<file path="src/rtl/gth_pattern_pkg.sv">
// Shared definitions for the GTH user-data pattern generator / checker lanes.
package gth_pattern_pkg;

  // Per-channel mode encoding as carried on mode_in.
  typedef enum logic [1:0] {
    MODE_OFF     = 2'b00,
    MODE_COUNTER = 2'b01,
    MODE_PRBS31  = 2'b10,
    MODE_FIXED   = 2'b11
  } mode_e;

  // Loopback checker states.
  typedef enum logic [1:0] {
    CHK_SEEK,
    CHK_VERIFY,
    CHK_LOCKED
  } chk_state_e;

  localparam logic [30:0] PRBS31_SEED = 31'h7FFF_FFFF;

  // The step function works on byte-sized chunks; lanes chain DATA_W/8 calls.
  localparam int unsigned PRBS_CHUNK_W = 8;

  typedef struct packed {
    logic [30:0]             state;
    logic [PRBS_CHUNK_W-1:0] word;
  } prbs_step_t;

  // x^31 + x^28 + 1, Fibonacci form. state[0] is the newest bit; word bit 0 is
  // generated first. Advances min(nbits, PRBS_CHUNK_W) bits.
  function automatic prbs_step_t prbs31_step(input logic [30:0] state,
                                             input int unsigned nbits);
    prbs_step_t r;
    logic       fb;
    r.state = state;
    r.word  = '0;
    for (int unsigned i = 0; i < PRBS_CHUNK_W; i++) begin
      if (i < nbits) begin
        fb        = r.state[30] ^ r.state[27];
        r.word[i] = fb;
        r.state   = {r.state[29:0], fb};
      end
    end
    return r;
  endfunction

endpackage

</file>
<file path="src/rtl/gth_pattern_lanes_lane.sv">
// One channel: pattern generator for TX user data plus a self-seeding
// loopback checker with lock tracking and a saturating error counter.
module gth_pattern_lane
  import gth_pattern_pkg::*;
#(
  parameter int unsigned DATA_W     = 32,
  parameter int unsigned CNT_W      = 32,
  parameter int unsigned LOCK_CNT   = 16,
  parameter int unsigned UNLOCK_ERR = 4
) (
  input  logic              clk_i,
  input  logic              rst_i,
  input  logic              tx_active_i,
  input  logic [1:0]        mode_i,
  input  logic [DATA_W-1:0] fixed_pattern_i,
  input  logic              err_inject_i,
  output logic [DATA_W-1:0] data_o,
  input  logic [DATA_W-1:0] rx_data_i,
  input  logic              rx_valid_i,
  input  logic              clear_i,
  output logic              locked_o,
  output logic [CNT_W-1:0]  err_cnt_o
);

  localparam int unsigned GOOD_W = $clog2(LOCK_CNT + 1);
  localparam int unsigned BAD_W  = $clog2(UNLOCK_ERR + 1);
  localparam logic [GOOD_W-1:0] GOOD_LAST = GOOD_W'(LOCK_CNT);
  localparam logic [BAD_W-1:0]  BAD_LAST  = BAD_W'(UNLOCK_ERR);

  mode_e             mode_q, mode_new;
  logic              mode_chg;
  logic [DATA_W-1:0] cnt_q, cnt_d, data_q, data_d;
  logic [30:0]       lfsr_q, lfsr_d, gen_lfsr_nx;
  logic [DATA_W-1:0] gen_word;
  prbs_step_t        gen_chunk;
  logic              inj_q, inj_d;

  chk_state_e        st_q, st_d;
  logic [DATA_W-1:0] exp_cnt_q, exp_cnt_d, exp_word, chk_word;
  logic [30:0]       pred_q, pred_d, chk_lfsr_nx, seed_lfsr;
  prbs_step_t        chk_chunk;
  logic [GOOD_W-1:0] good_q, good_d;
  logic [BAD_W-1:0]  bad_q, bad_d;
  logic [CNT_W-1:0]  err_q, err_d;
  logic              match;

  assign mode_new = mode_e'(mode_i);
  assign mode_chg = (mode_new != mode_q);

  // Generator PRBS: next DATA_W-bit word and state from the TX LFSR.
  always_comb begin
    gen_lfsr_nx = lfsr_q;
    gen_word    = '0;
    gen_chunk   = '0;
    for (int unsigned b = 0; b < DATA_W / PRBS_CHUNK_W; b++) begin
      gen_chunk = prbs31_step(gen_lfsr_nx, PRBS_CHUNK_W);
      gen_word[b*PRBS_CHUNK_W +: PRBS_CHUNK_W] = gen_chunk.word;
      gen_lfsr_nx = gen_chunk.state;
    end
  end

  // Generator next state; an inject pulse seen while idle waits for the next word.
  always_comb begin
    cnt_d  = cnt_q;
    lfsr_d = lfsr_q;
    data_d = data_q;
    inj_d  = inj_q | err_inject_i;
    if (mode_chg) begin
      cnt_d  = '0;
      lfsr_d = PRBS31_SEED;
    end else if (tx_active_i) begin
      case (mode_q)
        MODE_COUNTER: begin
          data_d = cnt_q;
          cnt_d  = cnt_q + DATA_W'(1);
        end
        MODE_PRBS31: begin
          data_d = gen_word;
          lfsr_d = gen_lfsr_nx;
        end
        MODE_FIXED: data_d = fixed_pattern_i;
        default:    data_d = '0;
      endcase
      data_d[0] = data_d[0] ^ inj_d;
      inj_d     = 1'b0;
    end
  end

  // Checker PRBS: expected word and next predictor state.
  always_comb begin
    chk_lfsr_nx = pred_q;
    chk_word    = '0;
    chk_chunk   = '0;
    for (int unsigned b = 0; b < DATA_W / PRBS_CHUNK_W; b++) begin
      chk_chunk = prbs31_step(chk_lfsr_nx, PRBS_CHUNK_W);
      chk_word[b*PRBS_CHUNK_W +: PRBS_CHUNK_W] = chk_chunk.word;
      chk_lfsr_nx = chk_chunk.state;
    end
  end

  // Expected word per mode, and LFSR seed from the newest 31 received bits.
  always_comb begin
    case (mode_q)
      MODE_COUNTER: exp_word = exp_cnt_q;
      MODE_PRBS31:  exp_word = chk_word;
      MODE_FIXED:   exp_word = fixed_pattern_i;
      default:      exp_word = '0;
    endcase
    match     = (rx_data_i == exp_word);
    seed_lfsr = '0;
    for (int unsigned i = 0; i < 31; i++) begin
      seed_lfsr[i] = rx_data_i[DATA_W-1-i];
    end
  end

  // Checker FSM; the predictor always advances from its own expectation.
  always_comb begin
    st_d      = st_q;
    exp_cnt_d = exp_cnt_q;
    pred_d    = pred_q;
    good_d    = good_q;
    bad_d     = bad_q;
    err_d     = err_q;
    if (mode_chg || (mode_q == MODE_OFF)) begin
      st_d = CHK_SEEK;
    end else if (rx_valid_i) begin
      case (st_q)
        CHK_SEEK: begin
          exp_cnt_d = rx_data_i + DATA_W'(1);
          pred_d    = seed_lfsr;
          good_d    = '0;
          st_d      = CHK_VERIFY;
        end
        CHK_VERIFY: begin
          exp_cnt_d = exp_cnt_q + DATA_W'(1);
          pred_d    = chk_lfsr_nx;
          if (match) begin
            good_d = good_q + GOOD_W'(1);
            if (good_d == GOOD_LAST) begin
              bad_d = '0;
              st_d  = CHK_LOCKED;
            end
          end else begin
            st_d = CHK_SEEK;
          end
        end
        CHK_LOCKED: begin
          exp_cnt_d = exp_cnt_q + DATA_W'(1);
          pred_d    = chk_lfsr_nx;
          if (match) begin
            bad_d = '0;
          end else begin
            if (err_q != '1) err_d = err_q + CNT_W'(1);
            bad_d = bad_q + BAD_W'(1);
            if (bad_d == BAD_LAST) st_d = CHK_SEEK;
          end
        end
        default: st_d = CHK_SEEK;
      endcase
    end
    if (clear_i) err_d = '0;
  end

  // State registers for generator and checker.
  always_ff @(posedge clk_i or posedge rst_i) begin
    if (rst_i) begin
      mode_q    <= MODE_OFF;
      cnt_q     <= '0;
      lfsr_q    <= PRBS31_SEED;
      data_q    <= '0;
      inj_q     <= 1'b0;
      st_q      <= CHK_SEEK;
      exp_cnt_q <= '0;
      pred_q    <= PRBS31_SEED;
      good_q    <= '0;
      bad_q     <= '0;
      err_q     <= '0;
    end else begin
      mode_q    <= mode_new;
      cnt_q     <= cnt_d;
      lfsr_q    <= lfsr_d;
      data_q    <= data_d;
      inj_q     <= inj_d;
      st_q      <= st_d;
      exp_cnt_q <= exp_cnt_d;
      pred_q    <= pred_d;
      good_q    <= good_d;
      bad_q     <= bad_d;
      err_q     <= err_d;
    end
  end

  assign data_o    = data_q;
  assign locked_o  = (st_q == CHK_LOCKED);
  assign err_cnt_o = err_q;

endmodule

</file>
<file path="src/rtl/gth_pattern_lanes.sv">
// Multi-channel GTH user-data pattern generator / loopback checker.
module gth_pattern_lanes
  import gth_pattern_pkg::*;
#(
  parameter int unsigned NUM_CH     = 2,
  parameter int unsigned DATA_W     = 32,
  parameter int unsigned CNT_W      = 32,
  parameter int unsigned LOCK_CNT   = 16,
  parameter int unsigned UNLOCK_ERR = 4
) (
  input  logic                     clk_in,
  input  logic                     reset_in,
  input  logic [NUM_CH-1:0]        tx_active_in,
  input  logic [2*NUM_CH-1:0]      mode_in,
  input  logic [DATA_W-1:0]        fixed_pattern_in,
  input  logic [NUM_CH-1:0]        err_inject_in,
  output logic [NUM_CH*DATA_W-1:0] data_out,
  input  logic [NUM_CH*DATA_W-1:0] rx_data_in,
  input  logic [NUM_CH-1:0]        rx_valid_in,
  input  logic                     clear_in,
  output logic [NUM_CH-1:0]        locked_out,
  output logic [NUM_CH*CNT_W-1:0]  err_cnt_out
);

  for (genvar k = 0; k < NUM_CH; k++) begin : g_lane
    gth_pattern_lane #(
      .DATA_W     (DATA_W),
      .CNT_W      (CNT_W),
      .LOCK_CNT   (LOCK_CNT),
      .UNLOCK_ERR (UNLOCK_ERR)
    ) u_lane (
      .clk_i           (clk_in),
      .rst_i           (reset_in),
      .tx_active_i     (tx_active_in[k]),
      .mode_i          (mode_in[2*k +: 2]),
      .fixed_pattern_i (fixed_pattern_in),
      .err_inject_i    (err_inject_in[k]),
      .data_o          (data_out[k*DATA_W +: DATA_W]),
      .rx_data_i       (rx_data_in[k*DATA_W +: DATA_W]),
      .rx_valid_i      (rx_valid_in[k]),
      .clear_i         (clear_in),
      .locked_o        (locked_out[k]),
      .err_cnt_o       (err_cnt_out[k*CNT_W +: CNT_W])
    );
  end

endmodule

</file>
<file path="config.mk">
export PLATFORM = sky130hd
export DESIGN_NAME = gth_pattern_lanes
export DESIGN_NICKNAME = d
export VERILOG_FILES = /design/src/rtl/gth_pattern_pkg.sv /design/src/rtl/gth_pattern_lanes_lane.sv /design/src/rtl/gth_pattern_lanes.sv
export SDC_FILE = /design/constraint.sdc
export NUM_CORES = 1
export LEC_CHECK = 0
export CAP_MARGIN = 20
export CELL_PAD_IN_SITES_DETAIL_PLACEMENT = 0
export CELL_PAD_IN_SITES_GLOBAL_PLACEMENT = 1
export CORE_MARGIN = 4
export CORE_UTILIZATION = 45
export DETAILED_ROUTE_END_ITERATION = 6
export GPL_TIMING_DRIVEN = 0
export PLACE_DENSITY = 0.89
export SLEW_MARGIN = 40
export SYNTH_ARGS = -nofsm -noshare
export SYNTH_HDL_FRONTEND = slang
export SYNTH_HIERARCHICAL = 1
export SYNTH_SLANG_ARGS = --single-unit
</file>
<file path="constraint.sdc">
create_clock -name clk_in -period 6.9 [get_ports clk_in]
set_clock_uncertainty 0.1 [all_clocks]
set_input_delay 0.69 -clock clk_in [delete_from_list [all_inputs] [get_ports clk_in]]
set_output_delay 0.69 -clock clk_in [all_outputs]
set_load 0.005 [all_outputs]
</file>
==> results.yml, run 1 <==
outcome:
  status: "finished clean"
route:
  viasPerCell: 6.18
  drc: 0
  wirelength_mm: 91.1
  vias: 24046
  drt_first_pass_iters: 5
  wire_per_inst_um: 23.4
  antenna_left: 0
  drtIter0Drc: 2347
flow_run:
  cap_violations: 0
grt:
  overflow: 0
  antenna_found_initial: 10
  grt_pass1_vias: 23628
  grt_use_total: 0.282
  grt_max_degree: 76
  grt_pass1_wl_mm: 140
worst_setup_path:
  r2r_setup_slack_ps: 260
  crit_fanout: 19
  critPathKind: "reg -> reg"
  worstPathArrival_ps: 7000
  slowest_stage: "clkbuf_1"
  worstPathCellList: "inv_1 -> ha_1 -> buf_4 -> buf_2 -> buf_2 -> buf_1 -> clkbuf_2 -> clkbuf_1 -> mux2_2 -> ha_1 -> inv_1 -> a221o_1 -> nand3b_1 -> or2_1 -> nor4_2 -> mux2_1 -> o21ai_0 -> o21ai_1"
  ff2ff_path_depth: 18
  cp.required_ps: 7260
  cp_slowest_stage_delay_ps: 620
  end_kind: "register"
  startpoint_type: "register"
synthesis:
  yosysMostFrequentCell: "nand2_1"
  synth-edff-count: 0
  async_flop_share: 1.00
  synth_top_cells_by_count: "300 x nand2_1, 282 x dfrtp_1, 193 x o21ai_0, 166 x nor2_1, 153 x a21oi_1"
  yosysWarnings: 6
  ys_seq_area_frac: 0.394
  synthFlopType: "dfrtp_1"
  syn_avg_cell_area_um2: 9.39
  synth_top_area_cell: "dfrtp_1"
  synth_cell_types: 84
  synthCells: 2789
  synth-seq-cells: 406
  syn_area_um2: 26200
  synth_top_area_frac: 0.270
  syn_nets: 2920
  yosys-top-cells-area: "dfrtp_1 27%, dfstp_2 12%, xnor2_1 4.9%, xor2_1 4.6%, nand2_1 4.3%"
floorplan:
  die-height_um: 249
  rows: 88
  die_width_um: 249
  core_region_area_um2: 57700
  start_util: 0.454
  io_pins: 239
  die_area_um2: 62100
sta:
  hold_viol_final: 0
  fin_crit_sh: 0.962
  worst_pin_slew_ps: 873
  fmax_mhz: 151
  min_period_ps: 6640
  maxSlewViolCount: 0
  fin_tns_setup_ps: 0
  rsz0062_at_grt: "no"
  setup_violations: 0
  max_slew_margin: 0.416
finish:
  stdcell_area_um2: 31300
  area_delta_synth_final_pct: 19.6
  instances_no_fill: 3888
  layout-drive-gt1-share: 0.136
  num-nets-final: 3209
power_and_ir_drop:
  leakage_nw: 12.3
  ir_worst_vdd_mv: 0.159
  p_per_area_nw_per_um2: 237
clock_network:
  cts.path.max_buffers: 3
  h-tree-depth: 2
  cts_buffers: 47
  clock_latency_ps: 600
  cts_setup_buffers: 0
  path_clk_slew_ps: 60
  cts_num_sinks: 406
  cts_tree: "built"
  root_buffer: "clkbuf_16"
hold_path:
  hp-class: "reg -> reg"
  hold_depth: 2
placement:
  place_area_um2: 29700
  io_buffers: 236
  numPlacedInstances: 3795
  hpwl_mm: 67.4
  place.gp.congestion: 0.991
[worst max-delay path: cells and delay by family, from the launching register on]
kind / cells / cell delay (ps)
AND/OR/NAND/NOR: 3 / 1270
AO/OA/AOI/OAI: 3 / 610
buffers and inverters: 8 / 2880
multiplexers: 2 / 650
flip-flops: 1 / 400
adder cells (fa/ha/maj): 2 / 600
[cells by family after synthesis]
family / count (synthesis) / share of synthesized area
buf+inv: 218 / 0.0375
flops: 406 / 0.394
fa+ha+maj: 22 / 0.0105
compound gates: 719 / 0.184
mux: 222 / 0.0947
xor+xnor: 282 / 0.0944
simple gates: 920 / 0.185
[where the power goes]
group	leakage (nW)	internal [mW]	total, mW	switching [mW]
Clock	0.791	1.59	2.66	1.07
Sequential	5.07	2.74	3.10	0.358
Combinational	6.42	0.718	1.66	0.946
Total	12.3	5.05	7.42	2.37
[sequential cells by signal (all words and copies together), names as in the netlist]
signal                   flops
g_lane.u_lane/cnt_q         64
g_lane.u_lane/err_cnt_o     64
g_lane.u_lane/lfsr_q        62
g_lane.u_lane/inj_q          2
g_lane.u_lane/data_o        64
g_lane.u_lane/pred_q        62
g_lane.u_lane/mode_q         4
g_lane.u_lane/exp_cnt_q     64
g_lane.u_lane/st_q           4
g_lane.u_lane/bad_q          6
g_lane.u_lane/good_q        10
[per-stage QoR]
step	worst slack [ps]	power (mW)	hold WS (ps)	utilization
after CTS	54.1	7.42	390	0.543
after floorplan	674	4.09	362	-
final	260	7.42	387	0.543
after global placement	-2230	4.67	371	0.511
after global routing	144	7.73	409	0.543
after detailed placement	74.9	4.74	378	0.514
[per-layer routing]
layer  global-route usage  vias to the layer above  share of wire
met5                    0                        -        0.00045
met4                0.119                        6          0.046
met3               0.0616                      250          0.095
met2                0.444                     1182           0.45
met1                0.376                    11826           0.40
li1                     -                    10782              -
[path summary, 6_finish.rpt]
path | startpoint | end
min in group asynchronous | reset_in | g_lane[1].u_lane/err_cnt_o[6]$_DFFE_PP0P_
worst min-delay path | g_lane[1].u_lane/data_o[31]$_DFFE_PP0P_ | g_lane[1].u_lane/data_o[31]$_DFFE_PP0P_
worst min register to register | g_lane[1].u_lane/data_o[31]$_DFFE_PP0P_ | g_lane[1].u_lane/data_o[31]$_DFFE_PP0P_
worst max-delay path | g_lane[0].u_lane/st_q[1]$_DFFE_PP0P_ | g_lane[0].u_lane/exp_cnt_q[30]$_DFFE_PP0P_
max in group asynchronous | reset_in | g_lane[1].u_lane/lfsr_q[14]$_DFFE_PP1P_
worst max register to register | g_lane[0].u_lane/st_q[1]$_DFFE_PP0P_ | g_lane[0].u_lane/exp_cnt_q[30]$_DFFE_PP0P_
[final cells by class]
type	count	area, um2
Clock buffer	69	1400
Buffer	183	852
Clock inverter	17	224
Inverter	34	143
Fill cell	5129	26400
Timing Repair Buffer	241	2500
Antenna cell	8	20.0
Multi-Input combinational cell	2165	14900
Sequential cell	406	10300
Tap cell	765	957
[cell usage in the layout, fill, tap and decap left out, types with 25 or more instances in the layout]
cell | Yosys | routed
nand2_1 | 300 | 300
dfrtp_1 | 282 | 282
clkdlybuf4s50_1 | 0 | 236
o21ai_0 | 193 | 193
nor2_1 | 166 | 166
a21oi_1 | 153 | 153
xnor2_1 | 146 | 146
xor2_1 | 136 | 136
dfstp_2 | 124 | 124
clkbuf_1 | 109 | 118
mux2i_1 | 91 | 91
nand3_1 | 89 | 89
mux2_2 | 69 | 69
a32o_1 | 62 | 62
o211ai_1 | 61 | 61
nor2b_1 | 59 | 59
a22oi_1 | 59 | 59
nor3_1 | 57 | 56
clkbuf_16 | 0 | 49
o22ai_1 | 47 | 47
nand4_1 | 40 | 40
mux2_1 | 37 | 37
o31ai_1 | 36 | 36
inv_1 | 34 | 32
or3_1 | 30 | 30
buf_1 | 29 | 28
buf_2 | 26 | 26
mux2_4 | 25 | 25
[timing repair]
item	4_1_cts	5_1_grt
setup endpoints to repair	0	8
gates resized for setup	0	2
hold buffers	0	0
(Power assumes the default switching activity.)
==> run 2: changes to the inputs <==
PLACE_DENSITY = default   (was 0.89)
PLACE_DENSITY_LB_ADDON = 0.1   (was default)
clock period = 6.4 ns   (was 6.9 ns; I/O delays follow)
==> results.yml, run 2 (same netlist as run 1, synthesis figures left out) <==
outcome:
  status: "finished clean"
sta:
  rsz0062_at_grt: "no"
  maxSlewViolCount: 0
  worst_pin_slew_ps: 916
  hold_viol_final: 0
  fin_crit_sh: 0.979
  min_period_ps: 6270
  max_slew_margin: 0.389
  setup_violations: 0
  fmax_mhz: 160
clock_network:
  cts_num_sinks: 406
  h-tree-depth: 2
  cts.path.max_buffers: 3
  cts_tree: "built"
  hold_buffers: 0
  clock_latency_ps: 610
  cts_buffers: 51
  path_clk_slew_ps: 60
  root_buffer: "clkbuf_16"
placement:
  hpwl_mm: 69.1
  io_buffers: 236
  place.gp.congestion: 0.934
  place_area_um2: 29700
route:
  drt_first_pass_iters: 5
  antenna_left: 0
  wirelength_mm: 94.6
  drc: 0
  vias: 23799
  wire_per_inst_um: 24.3
  viasPerCell: 6.12
  drtIter0Drc: 2005
finish:
  area_delta_synth_final_pct: 20.1
  stdcell_area_um2: 31500
  layout-drive-gt1-share: 0.139
  num-nets-final: 3211
  layout_common_cells: "300 x nand2_1, 282 x dfrtp_1, 236 x clkdlybuf4s50_1"
  final_common_cell: "nand2_1"
power_and_ir_drop:
  p_per_area_nw_per_um2: 261
  leakage_nw: 12.4
  power_mw: 8.21
  ir_worst_vdd_mv: 0.202
grt:
  grt_pass1_vias: 23282
  overflow: 0
  grt_use_total: 0.293
  grt_pass1_wl_mm: 144
  antenna_found_initial: 3
  grt_max_degree: 78
worst_setup_path:
  crit_fanout: 19
  worstPathArrival_ps: 6640
  cp.required_ps: 6780
  startpoint_type: "register"
  critPathKind: "reg -> reg"
  end_kind: "register"
hold_path:
  hp-class: "reg -> reg"
floorplan:
  die_width_um: 249
  io_pins: 239
  die_area_um2: 62100
  start_util: 0.454
  rows: 88
  core_region_area_um2: 57700
  die-height_um: 249
flow_run:
  cap_violations: 0
-- run 2: where the power goes --
group | total [mW] | internal [mW] | switching [mW]
clock | 3.08 | 1.89 | 1.19
sequential | 3.31 | 2.95 | 0.362
combinational | 1.81 | 0.773 | 1.04
-- run 2: worst max-delay path: stages, from the launching register on --
cell	delay, ps
dfrtp_1	400
inv_1	100
ha_1	490
buf_4	260
buf_2	290
buf_2	450
clkbuf_2	420
buf_1	540
buf_2	430
mux2_2	220
ha_1	130
inv_1	70
a221o_1	350
nand3b_1	420
or2_1	430
nor4_2	450
mux2_1	360
o21ai_0	140
o21ai_1	80
-- run 2: area by class of cell --
class                      instances  area, um2
multi-input combinational       2165      14900
clock buffer                      75       1530
antenna                            2       5.00
inverter                          34        143
clock inverter                    20        256
buffer                           182        852
tap                              765        957
timing repair buffer             240       2470
fill                            5354      26200
sequential                       406      10300
-- run 2: routing by layer --
metal  routed length (um)  global-route usage  vias up
li1                     -                   -    10777
met1                41000               0.407    11888
met2                42800               0.463      924
met3                 6460              0.0470      210
met4                 4320               0.113        0
met5                    0                   0        -
-- run 2: path summary, 6_finish.rpt --
kind,startpoint,to,slack [ps],cells past startpoint
min reg2reg,g_lane[1].u_lane/data_o[1]$_DFFE_PP0P_,g_lane[1].u_lane/data_o[1]$_DFFE_PP0P_,390,2
min,g_lane[1].u_lane/data_o[1]$_DFFE_PP0P_,g_lane[1].u_lane/data_o[1]$_DFFE_PP0P_,390,2
min in group asynchronous,reset_in,g_lane[1].u_lane/data_o[18]$_DFFE_PP0P_,500,2
max reg2reg,g_lane[0].u_lane/st_q[0]$_DFFE_PP0P_,g_lane[0].u_lane/exp_cnt_q[30]$_DFFE_PP0P_,130,18
max in group asynchronous,reset_in,g_lane[0].u_lane/lfsr_q[22]$_DFFE_PP1P_,4480,4
max,g_lane[0].u_lane/st_q[0]$_DFFE_PP0P_,g_lane[0].u_lane/exp_cnt_q[30]$_DFFE_PP0P_,130,18
-- run 2: repair_timing --
item / 4_1_cts / 5_1_grt
endpoints found under the setup margin: 10 / 1
resized for setup: 1 / 2
buffers inserted: 0 / 0
-- run 2: through the flow --
step	instances	setup WS, ps	hold slack [ps]	TNS [ps]	utilization
after floorplan	2789	224	362	0	-
after global placement	3790	-2920	372	-886740	0.511
after detailed placement	3794	-464	373	-2220	0.514
after CTS	3887	243	388	0	0.545
after global routing	3887	20.8	403	0	0.545
final	3889	133	386	0	0.545
==> run 3: changes to the inputs <==
CORE_ASPECT_RATIO = 1.2   (was default)
==> results.yml, run 3 (same netlist as run 1, synthesis figures left out) <==
power_and_ir_drop:
  power_mw: 7.94
  ir_worst_vdd_mv: 0.177
  p_per_area_nw_per_um2: 254
  leakage_nw: 12.3
floorplan:
  die_area_um2: 62100
  start_util: 0.456
  io_pins: 239
  die_width_um: 228
  die-height_um: 272
  rows: 96
  core_region_area_um2: 57400
worst_setup_path:
  critPathKind: "reg -> reg"
  crit_fanout: 19
  cp.required_ps: 6750
  startpoint_type: "register"
  worstPathArrival_ps: 6410
  end_kind: "register"
route:
  drtIter0Drc: 2370
  wirelength_mm: 94.6
  antenna_left: 0
  viasPerCell: 6.14
  vias: 23706
  drt_first_pass_iters: 6
  wire_per_inst_um: 24.5
  drc: 0
grt:
  antenna_found_initial: 14
  grt_use_total: 0.295
  overflow: 0
  grt_pass1_wl_mm: 144
  grt_pass1_vias: 23223
  grt_max_degree: 81
sta:
  rsz0062_at_grt: "no"
  hold_viol_final: 0
  fin_crit_sh: 0.947
  worst_pin_slew_ps: 907
  fmax_mhz: 165
  postLayoutSetupSlackWorst_ps: 337
  min_period_ps: 6060
  max_slew_margin: 0.395
  maxSlewViolCount: 0
  setup_violations: 0
  holdWs_ps: 386
placement:
  place.gp.congestion: 0.933
  hpwl_mm: 69.6
  place_area_um2: 29600
  pre_cts_ws_ps: -377
  io_buffers: 236
clock_network:
  cts_tree: "built"
  h-tree-depth: 2
  root_buffer: "clkbuf_16"
  path_clk_slew_ps: 60
  cts_buffers: 48
  cts.path.max_buffers: 3
  hold_buffers: 0
  clock_latency_ps: 590
  cts_setup_buffers: 0
  cts_num_sinks: 406
hold_path:
  hp-class: "reg -> reg"
outcome:
  status: "finished clean"
finish:
  stdcell_area_um2: 31200
  final_common_cell: "nand2_1"
  final.fill_count: 5269
  layout-drive-gt1-share: 0.136
  multi_input_area_um2: 14900
  num-nets-final: 3208
  regArea_um2: 10300
  area_delta_synth_final_pct: 19.3
  layout_common_cells: "300 x nand2_1, 282 x dfrtp_1, 236 x clkdlybuf4s50_1"
flow_run:
  cap_violations: 0
run 3: metal layers:
layer | wire length, um | share of wire | vias up | GRT usage
met4 | 4440 | 0.047 | 4 | 0.123
met1 | 39500 | 0.42 | 11749 | 0.394
met3 | 7000 | 0.074 | 216 | 0.0567
li1 | - | - | 10768 | -
met5 | 17 | 0.00018 | - | 0
met2 | 43700 | 0.46 | 969 | 0.471
run 3: power by group:
group	switching [mW]	internal, mW	total (mW)	leakage [nW]
Clock	1.15	1.66	2.81	0.778
Sequential	0.354	2.95	3.31	5.07
Combinational	1.05	0.774	1.82	6.43
run 3: worst max-delay path, cell delays in order, from the launching register on:
cell and delay, ps:
dfrtp_1 410, inv_1 100, ha_1 440, buf_2 340, buf_1 500, buf_1 560
buf_2 630, mux2_2 290, ha_1 220, inv_1 110, a221oi_4 330, nand4_1 360
nor3_4 530, nor3b_1 380, mux2_2 370, o21ai_0 140, o21ai_0 110
run 3: final timing paths:
path / slack, ps / endpoint / start / cells after the start
max in group asynchronous: 4430 / g_lane[1].u_lane/pred_q[20]$_DFFE_PP1P_ / reset_in / 5
min: 390 / g_lane[1].u_lane/data_o[1]$_DFFE_PP0P_ / g_lane[1].u_lane/data_o[1]$_DFFE_PP0P_ / 2
max reg2reg: 340 / g_lane[1].u_lane/exp_cnt_q[26]$_DFFE_PP0P_ / g_lane[1].u_lane/st_q[0]$_DFFE_PP0P_ / 16
min reg2reg: 390 / g_lane[1].u_lane/data_o[1]$_DFFE_PP0P_ / g_lane[1].u_lane/data_o[1]$_DFFE_PP0P_ / 2
min in group asynchronous: 480 / g_lane[1].u_lane/data_o[10]$_DFFE_PP0P_ / reset_in / 2
max: 340 / g_lane[1].u_lane/exp_cnt_q[26]$_DFFE_PP0P_ / g_lane[1].u_lane/st_q[0]$_DFFE_PP0P_ / 16
run 3: final cells by class:
class                   instances  share of cell area
multi-input cells            2165               0.477
plain buffers                 181              0.0271
inverters                      34             0.00457
well taps                     735              0.0294
flip-flops and latches        406               0.330
clock buffers                  77              0.0461
clock inverters                12             0.00497
repair buffers                241              0.0800
diodes                          8            0.000641
run 3: through the flow:
step | TNS [ps] | util | instances
after floorplan | 0 | - | 2789
after global placement | -943510 | 0.513 | 3760
after detailed placement | -1660 | 0.516 | 3765
after CTS | 0 | 0.544 | 3852
after global routing | 0 | 0.544 | 3853
final | 0 | 0.544 | 3859
run 3: timing repair:
item / 4_1_cts / 5_1_grt
endpoints found under the setup margin: 11 / 2
hold endpoints to repair: 0 / 0
cloned: 0 / 0
pin swaps: 0 / 0
resized for setup: 2 / 1
